## src/rtl/id_ex_stage_reg_pkg.sv

```systemverilog
// Shared ISA definitions for the decode/execute boundary.
//   - ARM condition codes (COND_EQ .. COND_AL, COND_NV)
//   - status register bit positions {N,Z,C,V}
//   - field widths used by the pipeline registers
//   - packed control-bundle type and its all-zero (bubble) value
package id_ex_stage_reg_pkg;

  localparam int LEN_EXECUTE_COMMAND = 4;
  localparam int LEN_REG_ADDR        = 4;
  localparam int LEN_SHIFT_OPERAND   = 12;
  localparam int LEN_IMM24           = 24;
  localparam int LEN_COND            = 4;

  localparam int STATUS_N = 3;
  localparam int STATUS_Z = 2;
  localparam int STATUS_C = 1;
  localparam int STATUS_V = 0;

  localparam logic ENABLE  = 1'b1;
  localparam logic DISABLE = 1'b0;

  localparam logic [LEN_COND-1:0] COND_EQ = 4'h0;
  localparam logic [LEN_COND-1:0] COND_NE = 4'h1;
  localparam logic [LEN_COND-1:0] COND_CS = 4'h2;
  localparam logic [LEN_COND-1:0] COND_CC = 4'h3;
  localparam logic [LEN_COND-1:0] COND_MI = 4'h4;
  localparam logic [LEN_COND-1:0] COND_PL = 4'h5;
  localparam logic [LEN_COND-1:0] COND_VS = 4'h6;
  localparam logic [LEN_COND-1:0] COND_VC = 4'h7;
  localparam logic [LEN_COND-1:0] COND_HI = 4'h8;
  localparam logic [LEN_COND-1:0] COND_LS = 4'h9;
  localparam logic [LEN_COND-1:0] COND_GE = 4'hA;
  localparam logic [LEN_COND-1:0] COND_LT = 4'hB;
  localparam logic [LEN_COND-1:0] COND_GT = 4'hC;
  localparam logic [LEN_COND-1:0] COND_LE = 4'hD;
  localparam logic [LEN_COND-1:0] COND_AL = 4'hE;
  localparam logic [LEN_COND-1:0] COND_NV = 4'hF;

  typedef struct packed {
    logic [LEN_EXECUTE_COMMAND-1:0] execute_command;
    logic                           mem_read;
    logic                           mem_write;
    logic                           wb_enable;
    logic                           is_branch;
    logic                           status_write_enable;
    logic                           is_immediate;
  } ctrl_t;

  localparam ctrl_t CTRL_NONE = '{
    execute_command:     4'h0,
    mem_read:            1'b0,
    mem_write:           1'b0,
    wb_enable:           1'b0,
    is_branch:           1'b0,
    status_write_enable: 1'b0,
    is_immediate:        1'b0
  };

endpackage

```

## src/rtl/id_ex_stage_reg_if.sv

```systemverilog
// Decode-to-execute bus.
//   slave  : the ID/EX register (consumes *_in and pipeline controls, drives *_out and counters)
//   master : the surrounding pipeline / bench (drives *_in, observes *_out)
interface id_ex_stage_reg_if
  import id_ex_stage_reg_pkg::*;
#(
  parameter int DATA_WIDTH  = 32,
  parameter int COUNT_WIDTH = 16
);

  logic flush;
  logic freeze;
  logic hazard;
  logic [LEN_COND-1:0] cond;
  logic [3:0] status_in;

  logic [LEN_EXECUTE_COMMAND-1:0] execute_command_in;
  logic mem_read_in;
  logic mem_write_in;
  logic wb_enable_in;
  logic is_branch_in;
  logic status_write_enable_in;
  logic is_immediate_in;
  logic [DATA_WIDTH-1:0] pc_in;
  logic [DATA_WIDTH-1:0] val_rn_in;
  logic [DATA_WIDTH-1:0] val_rm_in;
  logic [LEN_SHIFT_OPERAND-1:0] shift_operand_in;
  logic [LEN_IMM24-1:0] signed_imm_24_in;
  logic [LEN_REG_ADDR-1:0] dest_in;
  logic [LEN_REG_ADDR-1:0] src1_in;
  logic [LEN_REG_ADDR-1:0] src2_in;

  logic [LEN_EXECUTE_COMMAND-1:0] execute_command_out;
  logic mem_read_out;
  logic mem_write_out;
  logic wb_enable_out;
  logic is_branch_out;
  logic status_write_enable_out;
  logic is_immediate_out;
  logic [DATA_WIDTH-1:0] pc_out;
  logic [DATA_WIDTH-1:0] val_rn_out;
  logic [DATA_WIDTH-1:0] val_rm_out;
  logic [LEN_SHIFT_OPERAND-1:0] shift_operand_out;
  logic [LEN_IMM24-1:0] signed_imm_24_out;
  logic [LEN_REG_ADDR-1:0] dest_out;
  logic [LEN_REG_ADDR-1:0] src1_out;
  logic [LEN_REG_ADDR-1:0] src2_out;
  logic carry_out;
  logic valid_out;
  logic [COUNT_WIDTH-1:0] bubble_count;
  logic [COUNT_WIDTH-1:0] cond_fail_count;

  modport slave (
    input  flush, freeze, hazard, cond, status_in,
    input  execute_command_in, mem_read_in, mem_write_in, wb_enable_in,
    input  is_branch_in, status_write_enable_in, is_immediate_in,
    input  pc_in, val_rn_in, val_rm_in, shift_operand_in, signed_imm_24_in,
    input  dest_in, src1_in, src2_in,
    output execute_command_out, mem_read_out, mem_write_out, wb_enable_out,
    output is_branch_out, status_write_enable_out, is_immediate_out,
    output pc_out, val_rn_out, val_rm_out, shift_operand_out, signed_imm_24_out,
    output dest_out, src1_out, src2_out, carry_out, valid_out,
    output bubble_count, cond_fail_count
  );

  modport master (
    output flush, freeze, hazard, cond, status_in,
    output execute_command_in, mem_read_in, mem_write_in, wb_enable_in,
    output is_branch_in, status_write_enable_in, is_immediate_in,
    output pc_in, val_rn_in, val_rm_in, shift_operand_in, signed_imm_24_in,
    output dest_in, src1_in, src2_in,
    input  execute_command_out, mem_read_out, mem_write_out, wb_enable_out,
    input  is_branch_out, status_write_enable_out, is_immediate_out,
    input  pc_out, val_rn_out, val_rm_out, shift_operand_out, signed_imm_24_out,
    input  dest_out, src1_out, src2_out, carry_out, valid_out,
    input  bubble_count, cond_fail_count
  );

endinterface

```

## src/rtl/id_ex_stage_reg_condition_check.sv

```systemverilog
// condition_check: purely combinational ARM condition evaluator.
//   cond      in  4 : instruction condition field
//   status    in  4 : {N,Z,C,V}
//   cond_pass out 1 : 1 when the instruction should execute; NV never passes
module condition_check
  import id_ex_stage_reg_pkg::*;
(
  input  logic [LEN_COND-1:0] cond,
  input  logic [3:0]          status,
  output logic                cond_pass
);

  logic n_s;
  logic z_s;
  logic c_s;
  logic v_s;

  assign n_s = status[STATUS_N];
  assign z_s = status[STATUS_Z];
  assign c_s = status[STATUS_C];
  assign v_s = status[STATUS_V];

  // Decode the condition field against the flags.
  always_comb begin
    cond_pass = DISABLE;
    case (cond)
      COND_EQ: cond_pass = z_s;
      COND_NE: cond_pass = ~z_s;
      COND_CS: cond_pass = c_s;
      COND_CC: cond_pass = ~c_s;
      COND_MI: cond_pass = n_s;
      COND_PL: cond_pass = ~n_s;
      COND_VS: cond_pass = v_s;
      COND_VC: cond_pass = ~v_s;
      COND_HI: cond_pass = c_s & ~z_s;
      COND_LS: cond_pass = ~c_s | z_s;
      COND_GE: cond_pass = (n_s == v_s);
      COND_LT: cond_pass = (n_s != v_s);
      COND_GT: cond_pass = ~z_s & (n_s == v_s);
      COND_LE: cond_pass = z_s | (n_s != v_s);
      COND_AL: cond_pass = ENABLE;
      default: cond_pass = DISABLE;
    endcase
  end

endmodule

```

## src/rtl/id_ex_stage_reg.sv

```systemverilog
// id_ex_stage_reg: ID/EX pipeline register.
//   clk  in : rising-edge clock
//   rst  in : asynchronous active-low reset, clears every output and counter
//   bus     : id_ex_stage_reg_if.slave -- decode fields in, registered copies out,
//             carry_out (C captured at load), valid_out, bubble/cond-fail counters
// Edge priority: flush > freeze > hazard > normal load. A failing condition squashes
// the side-effecting control bits but still loads a valid instruction.
module id_ex_stage_reg
  import id_ex_stage_reg_pkg::*;
#(
  parameter int DATA_WIDTH  = 32,
  parameter int COUNT_WIDTH = 16
)
(
  input  logic            clk,
  input  logic            rst,
  id_ex_stage_reg_if.slave bus
);

  localparam logic [COUNT_WIDTH-1:0] COUNT_MAX = {COUNT_WIDTH{1'b1}};

  // Saturating increment: stays at all-ones instead of wrapping.
  function automatic logic [COUNT_WIDTH-1:0] sat_inc(input logic [COUNT_WIDTH-1:0] value);
    if (value == COUNT_MAX) begin
      return value;
    end else begin
      return value + {{(COUNT_WIDTH-1){1'b0}}, 1'b1};
    end
  endfunction

  logic  cond_pass_s;
  logic  bubble_s;
  ctrl_t ctrl_in_s;
  ctrl_t ctrl_load_s;

  ctrl_t                        ctrl_r;
  logic [DATA_WIDTH-1:0]        pc_r;
  logic [DATA_WIDTH-1:0]        val_rn_r;
  logic [DATA_WIDTH-1:0]        val_rm_r;
  logic [LEN_SHIFT_OPERAND-1:0] shift_operand_r;
  logic [LEN_IMM24-1:0]         signed_imm_24_r;
  logic [LEN_REG_ADDR-1:0]      dest_r;
  logic [LEN_REG_ADDR-1:0]      src1_r;
  logic [LEN_REG_ADDR-1:0]      src2_r;
  logic                         carry_r;
  logic                         valid_r;
  logic [COUNT_WIDTH-1:0]       bubble_count_r;
  logic [COUNT_WIDTH-1:0]       cond_fail_count_r;

  condition_check u_condition_check (
    .cond      (bus.cond),
    .status    (bus.status_in),
    .cond_pass (cond_pass_s)
  );

  // flush wins over freeze; hazard only bubbles when not frozen.
  assign bubble_s = bus.flush | (~bus.freeze & bus.hazard);

  assign ctrl_in_s = '{
    execute_command:     bus.execute_command_in,
    mem_read:            bus.mem_read_in,
    mem_write:           bus.mem_write_in,
    wb_enable:           bus.wb_enable_in,
    is_branch:           bus.is_branch_in,
    status_write_enable: bus.status_write_enable_in,
    is_immediate:        bus.is_immediate_in
  };

  // Squash side-effecting control bits when the condition fails.
  always_comb begin
    ctrl_load_s = ctrl_in_s;
    if (!cond_pass_s) begin
      ctrl_load_s.mem_read            = DISABLE;
      ctrl_load_s.mem_write           = DISABLE;
      ctrl_load_s.wb_enable           = DISABLE;
      ctrl_load_s.is_branch           = DISABLE;
      ctrl_load_s.status_write_enable = DISABLE;
    end else begin
      ctrl_load_s = ctrl_in_s;
    end
  end

  // Pipeline state: reset, bubble insertion, hold, or normal load.
  always_ff @(posedge clk or negedge rst) begin
    if (!rst) begin
      ctrl_r            <= CTRL_NONE;
      pc_r              <= {DATA_WIDTH{1'b0}};
      val_rn_r          <= {DATA_WIDTH{1'b0}};
      val_rm_r          <= {DATA_WIDTH{1'b0}};
      shift_operand_r   <= {LEN_SHIFT_OPERAND{1'b0}};
      signed_imm_24_r   <= {LEN_IMM24{1'b0}};
      dest_r            <= {LEN_REG_ADDR{1'b0}};
      src1_r            <= {LEN_REG_ADDR{1'b0}};
      src2_r            <= {LEN_REG_ADDR{1'b0}};
      carry_r           <= 1'b0;
      valid_r           <= 1'b0;
      bubble_count_r    <= {COUNT_WIDTH{1'b0}};
      cond_fail_count_r <= {COUNT_WIDTH{1'b0}};
    end else if (bubble_s) begin
      ctrl_r            <= CTRL_NONE;
      pc_r              <= {DATA_WIDTH{1'b0}};
      val_rn_r          <= {DATA_WIDTH{1'b0}};
      val_rm_r          <= {DATA_WIDTH{1'b0}};
      shift_operand_r   <= {LEN_SHIFT_OPERAND{1'b0}};
      signed_imm_24_r   <= {LEN_IMM24{1'b0}};
      dest_r            <= {LEN_REG_ADDR{1'b0}};
      src1_r            <= {LEN_REG_ADDR{1'b0}};
      src2_r            <= {LEN_REG_ADDR{1'b0}};
      carry_r           <= 1'b0;
      valid_r           <= 1'b0;
      bubble_count_r    <= sat_inc(bubble_count_r);
      cond_fail_count_r <= cond_fail_count_r;
    end else if (bus.freeze) begin
      ctrl_r            <= ctrl_r;
      pc_r              <= pc_r;
      val_rn_r          <= val_rn_r;
      val_rm_r          <= val_rm_r;
      shift_operand_r   <= shift_operand_r;
      signed_imm_24_r   <= signed_imm_24_r;
      dest_r            <= dest_r;
      src1_r            <= src1_r;
      src2_r            <= src2_r;
      carry_r           <= carry_r;
      valid_r           <= valid_r;
      bubble_count_r    <= bubble_count_r;
      cond_fail_count_r <= cond_fail_count_r;
    end else begin
      ctrl_r            <= ctrl_load_s;
      pc_r              <= bus.pc_in;
      val_rn_r          <= bus.val_rn_in;
      val_rm_r          <= bus.val_rm_in;
      shift_operand_r   <= bus.shift_operand_in;
      signed_imm_24_r   <= bus.signed_imm_24_in;
      dest_r            <= bus.dest_in;
      src1_r            <= bus.src1_in;
      src2_r            <= bus.src2_in;
      carry_r           <= bus.status_in[STATUS_C];
      valid_r           <= 1'b1;
      bubble_count_r    <= bubble_count_r;
      cond_fail_count_r <= cond_pass_s ? cond_fail_count_r : sat_inc(cond_fail_count_r);
    end
  end

  assign bus.execute_command_out     = ctrl_r.execute_command;
  assign bus.mem_read_out            = ctrl_r.mem_read;
  assign bus.mem_write_out           = ctrl_r.mem_write;
  assign bus.wb_enable_out           = ctrl_r.wb_enable;
  assign bus.is_branch_out           = ctrl_r.is_branch;
  assign bus.status_write_enable_out = ctrl_r.status_write_enable;
  assign bus.is_immediate_out        = ctrl_r.is_immediate;
  assign bus.pc_out                  = pc_r;
  assign bus.val_rn_out              = val_rn_r;
  assign bus.val_rm_out              = val_rm_r;
  assign bus.shift_operand_out       = shift_operand_r;
  assign bus.signed_imm_24_out       = signed_imm_24_r;
  assign bus.dest_out                = dest_r;
  assign bus.src1_out                = src1_r;
  assign bus.src2_out                = src2_r;
  assign bus.carry_out               = carry_r;
  assign bus.valid_out               = valid_r;
  assign bus.bubble_count            = bubble_count_r;
  assign bus.cond_fail_count         = cond_fail_count_r;

endmodule

```

## src/flat_wrapper.sv

```systemverilog
// flat-port wrapper written by rule: the top's interface ports become plain ports
module id_ex_stage_reg_flat import id_ex_stage_reg_pkg::*;
#(
  parameter int DATA_WIDTH  = 32,
  parameter int COUNT_WIDTH = 16
)
  (clk, rst, bus_flush, bus_freeze, bus_hazard, bus_cond, bus_status_in, bus_execute_command_in, bus_mem_read_in, bus_mem_write_in, bus_wb_enable_in, bus_is_branch_in, bus_status_write_enable_in, bus_is_immediate_in, bus_pc_in, bus_val_rn_in, bus_val_rm_in, bus_shift_operand_in, bus_signed_imm_24_in, bus_dest_in, bus_src1_in, bus_src2_in, bus_execute_command_out, bus_mem_read_out, bus_mem_write_out, bus_wb_enable_out, bus_is_branch_out, bus_status_write_enable_out, bus_is_immediate_out, bus_pc_out, bus_val_rn_out, bus_val_rm_out, bus_shift_operand_out, bus_signed_imm_24_out, bus_dest_out, bus_src1_out, bus_src2_out, bus_carry_out, bus_valid_out, bus_bubble_count, bus_cond_fail_count);
  id_ex_stage_reg_if #(.DATA_WIDTH(DATA_WIDTH), .COUNT_WIDTH(COUNT_WIDTH)) bus_i ();
  input  logic clk;
  input  logic rst;
  input wire logic [$bits(bus_i.flush)-1:0] bus_flush;
  input wire logic [$bits(bus_i.freeze)-1:0] bus_freeze;
  input wire logic [$bits(bus_i.hazard)-1:0] bus_hazard;
  input wire logic [$bits(bus_i.cond)-1:0] bus_cond;
  input wire logic [$bits(bus_i.status_in)-1:0] bus_status_in;
  input wire logic [$bits(bus_i.execute_command_in)-1:0] bus_execute_command_in;
  input wire logic [$bits(bus_i.mem_read_in)-1:0] bus_mem_read_in;
  input wire logic [$bits(bus_i.mem_write_in)-1:0] bus_mem_write_in;
  input wire logic [$bits(bus_i.wb_enable_in)-1:0] bus_wb_enable_in;
  input wire logic [$bits(bus_i.is_branch_in)-1:0] bus_is_branch_in;
  input wire logic [$bits(bus_i.status_write_enable_in)-1:0] bus_status_write_enable_in;
  input wire logic [$bits(bus_i.is_immediate_in)-1:0] bus_is_immediate_in;
  input wire logic [$bits(bus_i.pc_in)-1:0] bus_pc_in;
  input wire logic [$bits(bus_i.val_rn_in)-1:0] bus_val_rn_in;
  input wire logic [$bits(bus_i.val_rm_in)-1:0] bus_val_rm_in;
  input wire logic [$bits(bus_i.shift_operand_in)-1:0] bus_shift_operand_in;
  input wire logic [$bits(bus_i.signed_imm_24_in)-1:0] bus_signed_imm_24_in;
  input wire logic [$bits(bus_i.dest_in)-1:0] bus_dest_in;
  input wire logic [$bits(bus_i.src1_in)-1:0] bus_src1_in;
  input wire logic [$bits(bus_i.src2_in)-1:0] bus_src2_in;
  output wire logic [$bits(bus_i.execute_command_out)-1:0] bus_execute_command_out;
  output wire logic [$bits(bus_i.mem_read_out)-1:0] bus_mem_read_out;
  output wire logic [$bits(bus_i.mem_write_out)-1:0] bus_mem_write_out;
  output wire logic [$bits(bus_i.wb_enable_out)-1:0] bus_wb_enable_out;
  output wire logic [$bits(bus_i.is_branch_out)-1:0] bus_is_branch_out;
  output wire logic [$bits(bus_i.status_write_enable_out)-1:0] bus_status_write_enable_out;
  output wire logic [$bits(bus_i.is_immediate_out)-1:0] bus_is_immediate_out;
  output wire logic [$bits(bus_i.pc_out)-1:0] bus_pc_out;
  output wire logic [$bits(bus_i.val_rn_out)-1:0] bus_val_rn_out;
  output wire logic [$bits(bus_i.val_rm_out)-1:0] bus_val_rm_out;
  output wire logic [$bits(bus_i.shift_operand_out)-1:0] bus_shift_operand_out;
  output wire logic [$bits(bus_i.signed_imm_24_out)-1:0] bus_signed_imm_24_out;
  output wire logic [$bits(bus_i.dest_out)-1:0] bus_dest_out;
  output wire logic [$bits(bus_i.src1_out)-1:0] bus_src1_out;
  output wire logic [$bits(bus_i.src2_out)-1:0] bus_src2_out;
  output wire logic [$bits(bus_i.carry_out)-1:0] bus_carry_out;
  output wire logic [$bits(bus_i.valid_out)-1:0] bus_valid_out;
  output wire logic [$bits(bus_i.bubble_count)-1:0] bus_bubble_count;
  output wire logic [$bits(bus_i.cond_fail_count)-1:0] bus_cond_fail_count;
  assign bus_i.flush = bus_flush;
  assign bus_i.freeze = bus_freeze;
  assign bus_i.hazard = bus_hazard;
  assign bus_i.cond = bus_cond;
  assign bus_i.status_in = bus_status_in;
  assign bus_i.execute_command_in = bus_execute_command_in;
  assign bus_i.mem_read_in = bus_mem_read_in;
  assign bus_i.mem_write_in = bus_mem_write_in;
  assign bus_i.wb_enable_in = bus_wb_enable_in;
  assign bus_i.is_branch_in = bus_is_branch_in;
  assign bus_i.status_write_enable_in = bus_status_write_enable_in;
  assign bus_i.is_immediate_in = bus_is_immediate_in;
  assign bus_i.pc_in = bus_pc_in;
  assign bus_i.val_rn_in = bus_val_rn_in;
  assign bus_i.val_rm_in = bus_val_rm_in;
  assign bus_i.shift_operand_in = bus_shift_operand_in;
  assign bus_i.signed_imm_24_in = bus_signed_imm_24_in;
  assign bus_i.dest_in = bus_dest_in;
  assign bus_i.src1_in = bus_src1_in;
  assign bus_i.src2_in = bus_src2_in;
  assign bus_execute_command_out = bus_i.execute_command_out;
  assign bus_mem_read_out = bus_i.mem_read_out;
  assign bus_mem_write_out = bus_i.mem_write_out;
  assign bus_wb_enable_out = bus_i.wb_enable_out;
  assign bus_is_branch_out = bus_i.is_branch_out;
  assign bus_status_write_enable_out = bus_i.status_write_enable_out;
  assign bus_is_immediate_out = bus_i.is_immediate_out;
  assign bus_pc_out = bus_i.pc_out;
  assign bus_val_rn_out = bus_i.val_rn_out;
  assign bus_val_rm_out = bus_i.val_rm_out;
  assign bus_shift_operand_out = bus_i.shift_operand_out;
  assign bus_signed_imm_24_out = bus_i.signed_imm_24_out;
  assign bus_dest_out = bus_i.dest_out;
  assign bus_src1_out = bus_i.src1_out;
  assign bus_src2_out = bus_i.src2_out;
  assign bus_carry_out = bus_i.carry_out;
  assign bus_valid_out = bus_i.valid_out;
  assign bus_bubble_count = bus_i.bubble_count;
  assign bus_cond_fail_count = bus_i.cond_fail_count;
  id_ex_stage_reg #(.DATA_WIDTH(DATA_WIDTH), .COUNT_WIDTH(COUNT_WIDTH)) u_core (.clk(clk), .rst(rst), .bus(bus_i));
endmodule
```

## config.mk

```make
export PLATFORM = sky130hd
export DESIGN_NAME = id_ex_stage_reg_flat
export DESIGN_NICKNAME = d
export VERILOG_FILES = /design/src/rtl/id_ex_stage_reg_pkg.sv /design/src/rtl/id_ex_stage_reg_if.sv /design/src/rtl/id_ex_stage_reg_condition_check.sv /design/src/rtl/id_ex_stage_reg.sv /design/src/flat_wrapper.sv
export SDC_FILE = /design/constraint.sdc
export NUM_CORES = 1
export LEC_CHECK = 0
export CAP_MARGIN = 20
export CORE_ASPECT_RATIO = 1.5
export CORE_MARGIN = 3
export CORE_UTILIZATION = 38
export CTS_CLUSTER_SIZE = 12
export DETAILED_ROUTE_END_ITERATION = 8
export PLACE_DENSITY = 0.75
export SKIP_CTS_REPAIR_TIMING = 1
export SLEW_MARGIN = 20
export SYNTH_ARGS = -nofsm -noshare
export SYNTH_HDL_FRONTEND = slang
export SYNTH_SLANG_ARGS = --single-unit
```

## constraint.sdc

```tcl
create_clock -name clk -period 1.6 [get_ports clk]
set_input_delay 0.24 -clock clk [delete_from_list [all_inputs] [get_ports clk]]
set_output_delay 0.24 -clock clk [all_outputs]
set_load 0.1 [all_outputs]
```

**Word level (Yosys, flattened, before mapping)**

Cells that the tools add are included.

- Flip-flop bits (word level): 188
- Logic and storage cells: 82
- Input bits: 167

- Add/subtract/negate cells: 2
- Eq/ne operators: 19
- Reduce and logical (&&, ||, !) cells: 3
- Bitwise operators: 15
- Mux-type cells: 24

Operators by type and width:

| cell | number |
|---|---|
| $mux 32 | 6 |
| $mux 24 | 2 |
| $add 16x1->16 const B | 2 |
| $eq 16x16->1 const B | 2 |
| $eq 4x4->1 const B | 7 |
| $mux 12 | 2 |
| $mux 4 | 6 |
| $mux 10 | 2 |
| $eq 4x3->1 const B | 4 |
| $pmux 1 s15 | 1 |
| $not 1->1 | 9 |
| $eq 4x2->1 const B | 2 |
| $mux 5 | 1 |
| $eq 4x1->1 const B | 1 |
| $logic_not 4->1 | 1 |
| $mux 1 | 4 |
| $reduce_and 4->1 | 1 |
| $and 1x1->1 | 3 |
| $or 1x1->1 | 3 |
| $ne 2x1->1 const B | 1 |
| $reduce_and 2->1 | 1 |
| $eq 1x1->1 | 1 |
| $ne 1x1->1 | 1 |

**Longest topological paths before layout**

- Word-level depth: 6
- Mapped depth: 8

**Modules after synthesis**

Synthesis repeated with hierarchy kept, for this count alone.

- Cell total of the unflattened synthesis: 529
- Area total of the unflattened synthesis: 7226.9 µm²

By module, submodules not included:

| module | instances | area each (µm²) | cells each |
|---|---|---|---|
| id_ex_stage_reg | 1 | 7033.0 | 501 |
| condition_check | 1 | 193.9 | 28 |

**Worst setup path before layout**

Ideal clock, no wire load.

- Path type: register to register
- Start point: register u_core.cond_fail_count_r[11], in the netlist u_core.bus.cond_fail_count[11]
- End point: register u_core.cond_fail_count_r[1], in the netlist u_core.bus.cond_fail_count[1]
- Clock period less this slack: 2.483 ns
- Buffers on the path: 0
- Required time: 1.473 ns
- Slack: -0.883 ns
- Arrival: 2.356 ns
- Cell stages (with the launch flop): 7
- Path through: dfrtp_1 -> nand2_1 -> or3_1 -> nand2b_1 -> o21ai_2 -> nor2_2 -> mux2_4

- Cells in the longest elaborated chain, start to end: 3

Ends and longest elaborated chain:

| what | line | RTL |
|---|---|---|
| from (decl) | id_ex_stage_reg.sv:48 | `logic [COUNT_WIDTH-1:0] cond_fail_count_r;` |
| from (signal assigned) | id_ex_stage_reg.sv:98 | `cond_fail_count_r <= {COUNT_WIDTH{1'b0}};` |
| from (signal assigned) | id_ex_stage_reg.sv:112 | `cond_fail_count_r <= cond_fail_count_r;` |
| from (signal assigned) | id_ex_stage_reg.sv:126 | `cond_fail_count_r <= cond_fail_count_r;` |
| $eq 16x16->1 | id_ex_stage_reg.sv:24 | `if (value == COUNT_MAX) begin` |
| $not 1->1 (no source line) | n/a |  |
| $reduce_and 4->1 (no source line) | n/a |  |

No other way between the ends.
A chain may end at the register's enable or synchronous reset.

**Final worst setup path**

- Start point: input bus_cond[3]
- End point: register u_core.cond_fail_count_r[13], in the netlist u_core.bus.cond_fail_count[13]

- Cells in the longest elaborated chain, start to end: 4
- Elaborated cells on any way between the ends: 18
- Those cells by class: 14 x eq/ne; 1 x mux; 1 x bitwise; 2 x reduce/logical

Ends and longest elaborated chain:

| what | line | RTL |
|---|---|---|
| from (decl) | flat_wrapper.sv:14 | `input wire logic [$bits(bus_i.cond)-1:0] bus_cond;` |
| $eq 4x4->1 (tied with other cells) | id_ex_stage_reg_condition_check.sv:26 | `case (cond)` |
| $pmux 1 s15 (*) | id_ex_stage_reg_condition_check.sv:26 |  |
| $not 1->1 (no source line) (*) | n/a |  |
| $reduce_and 4->1 (no source line) (*) | n/a |  |

Mark *: on every way between the ends. The rest lies on a longest branch, timed or not.

==> qor.csv <==
metric;value;unit
Worst Path Required;1.95;ns
power share of the combinational group;36.9;%
sequential share of power;34.7;%
drt initial violations;349;
global-route wire length before repair;40.5;mm
Post-synth ARST share;100;%
Crit Reg-Reg Startpoint;u_core.bus.cond_fail_count[10];
Seq/Total Area, Yosys;59.7;%
Post-route DRC;0;
All-Layer GR Usage;23.3;%
relative slew slack;66.4;%
nets@finish;1254;
failing checks;negative setup slack;
Total Wirelength;27.3;mm
final cell count without fillers;1358;
drt pass-1 iters;5;
Avg Cell Area, Syn;11.7;µm²
row count;63;
worst endpoint data arrival time;2.13;ns
antenna viol nets, final;0;
Worst Clk Skew;0.0149;ns
final setup vio count;22;
pwr/cell area;1040;nW/µm²
top cells by area, synth;dfrtp_1, mux2i_1, nor2_1;
Die W;124;µm
pre-CTS setup slack;-0.847;ns
critical path's largest stage delay;0.36;ns
Worst Setup End Kind;flop;
Internal;10100;µW
number of global-route vias before repair;7305;
core area;20100;µm²
root buffer cell;clkbuf_16;
#FFs+latches synth;188;
Max Slew Vio Count;0;
largest net degree at the start of global routing;60;
leading post-synthesis cells by instance count;dfrtp_1, nor2_1, mux2i_1, clkbuf_1;
Max Buffers Root-to-Sink;2;
CTS Buf Count;17;
Peak supply drop;0.000711;V
antenna diode instance count;0;
Initial Util;39.2;%
dpl cells;1315;
synth warn;0;
io pins;355;
critical path type;input port to flop;
antenna violations before repair;0;
Hold Worst Slack;0.289;ns
Port Buffers;354;
cell taking the most area after synthesis;dfrtp_1;
Synth cell types;41;
Fin. Hold Viols;0;
min cycle time layout;1.78;ns
worst-path cell chain;dlymetal6s2s_1, buf_6, buf_4, nand2_1, a22oi_2, xnor2_1, o211ai_2, buf_12, nor4_2, xor2_1;
Syn Nets;841;
CTS H-Tree Depth;4;
HPWL after DPL;20.0;mm
TritonCTS clock tree;built;
Synth Flop Type;dfrtp_1;
worst-path maximum fanout;7;
Worst-Skew Late Latency;0.44;ns
worst hold path class;input port to flop;
top cell type's share of synthesized area;59.7;%
count leader, synth;dfrtp_1;
Reg clk slew, reported paths;0.08;ns
clock network fraction of total power;28.4;%
vias per cell;5.04;
fmax;562;MHz
grt ovf;0;
Pleak;0.00711;µW
Switch Pwr;5880;µW
Sw Ratio;36.9;%
synth-to-layout area growth;94.1;%
period utilization;111;%
GPL Wtd Cong;0.876;
MaxCap Viol Count;0;
Die ar.;22600;µm²
crit path launch;bus_cond[3];
RSZ-0062 raised after global routing;yes;
Worst-Margin Slew;0.503;ns
Routed wire per std cell;20.1;µm
status;complete, but fails checks;
layout cell share with drive strength beyond 1;35.2;%
Post-synth EDFFs;0;
via count;6844;
worst hold start;bus_status_in[1];
fill count;1141;
die height;182;µm
worst setup margin;-0.180;ns
critical path launch point type;input port;
Synth Cell Area;7890;µm²
Post-Syn Instances;672;
Worst path slowest cell;nor4_2;
clock sink count;188;
==> metal layers <==
| layer | wire, µm | vias up | track usage, % |
|---|---|---|---|
| met5 | 0 | - | 0 |
| met4 | 1460 | 0 | 12.2 |
| met3 | 1520 | 85 | 5.67 |
| met2 | 15100 | 285 | 41.0 |
| met1 | 9280 | 3371 | 25.4 |
| li1 | - | 3103 | - |
==> path summary, 6_finish.rpt <==
check	slack, ns	endpoint	depth (start not counted)
setup / recovery	-0.18	u_core.bus.cond_fail_count[13]	10
hold / removal	0.29	u_core.bus.carry_out	4
setup reg to reg	-0.15	u_core.bus.cond_fail_count[3]	7
hold reg to reg	0.54	u_core.bus.bubble_count[5]	1
max in group asynchronous	0.69	u_core.bus.cond_fail_count[14]	3
min in group asynchronous	0.30	u_core.bus.val_rm_out[28]	2
==> sequential cells by signal, indices dropped and copies added, names as in the netlist, 4 cells and up <==
| name | flops |
|---|---|
| u_core.bus.val_rm_out | 32 |
| u_core.bus.src1_out | 4 |
| u_core.bus.bubble_count | 16 |
| u_core.bus.pc_out | 32 |
| u_core.bus.src2_out | 4 |
| u_core.bus.execute_command_out | 4 |
| u_core.bus.cond_fail_count | 16 |
| u_core.bus.dest_out | 4 |
| u_core.bus.signed_imm_24_out | 24 |
| u_core.bus.shift_operand_out | 12 |
| u_core.bus.val_rn_out | 32 |
==> final cells by class <==
| type | instances | area (µm²) | area share [%] |
|---|---|---|---|
| Clock buffer | 19 | 453 | 2.96 |
| Timing Repair Buffer | 432 | 6210 | 40.6 |
| Multi-Input combinational cell | 438 | 3310 | 21.6 |
| Tap cell | 260 | 325 | 2.13 |
| Inverter | 8 | 30.0 | 0.196 |
| Clock inverter | 13 | 176 | 1.15 |
| Sequential cell | 188 | 4800 | 31.4 |
==> logic make-up (layout without fill, tap and decap cells) <==
| family | Yosys count | in the layout | synth area share (%) |
|---|---|---|---|
| simple gates | 233 | 233 | 12.8 |
| buf+inv | 46 | 472 | 2.41 |
| mux | 153 | 153 | 19.5 |
| compound gates | 20 | 20 | 2.02 |
| xor+xnor | 30 | 30 | 3.33 |
| flops | 188 | 188 | 59.7 |
| fa+ha+maj | 2 | 2 | 0.317 |
==> layout by cell type, fill, tap and decap left out, types with 7 or more instances in the layout <==
master           instances
nand4_1                  8
nor2_1                 156
buf_12                 199
nand2_1                 15
xor2_1                  18
dfrtp_2                  9
clkbuf_16               19
clkdlybuf4s50_1        156
dfrtp_1                156
inv_1                    7
xnor2_1                 11
buf_4                   61
dfrtp_4                 23
mux2i_1                151
==> stage by stage <==
step / cell area (µm²) / util, % / setup TNS [ns] / power, µW
floorplan: 8160 / - / -4.15 / 8710
global placement: 14400 / 71.5 / -14.77 / 11300
detailed placement: 14400 / 71.5 / -18.59 / 11400
CTS: 15000 / 74.6 / -4.99 / 15900
global route: 15300 / 76.2 / -3.09 / 16400
finish: 15300 / 76.2 / -1.73 / 15900
==> worst max-delay path, delay by kind of cell <==
family / cells / cell delay [ns]
AO/OA/AOI/OAI: 2 / 0.45
buffers and inverters: 4 / 0.59
XOR/XNOR: 2 / 0.40
AND/OR/NAND/NOR: 2 / 0.44
==> power by group through the flow <==
| stage | combinational (µW) | sequential [µW] | clock (µW) |
|---|---|---|---|
| after floorplan | 842 | 7860 | 0 |
| after global placement | 5690 | 5580 | 0 |
| after detailed placement | 5760 | 5600 | 0 |
| after CTS | 5780 | 5520 | 4590 |
| after global routing | 6070 | 5570 | 4810 |
| final | 5880 | 5530 | 4530 |
(Power assumes the default switching activity.)
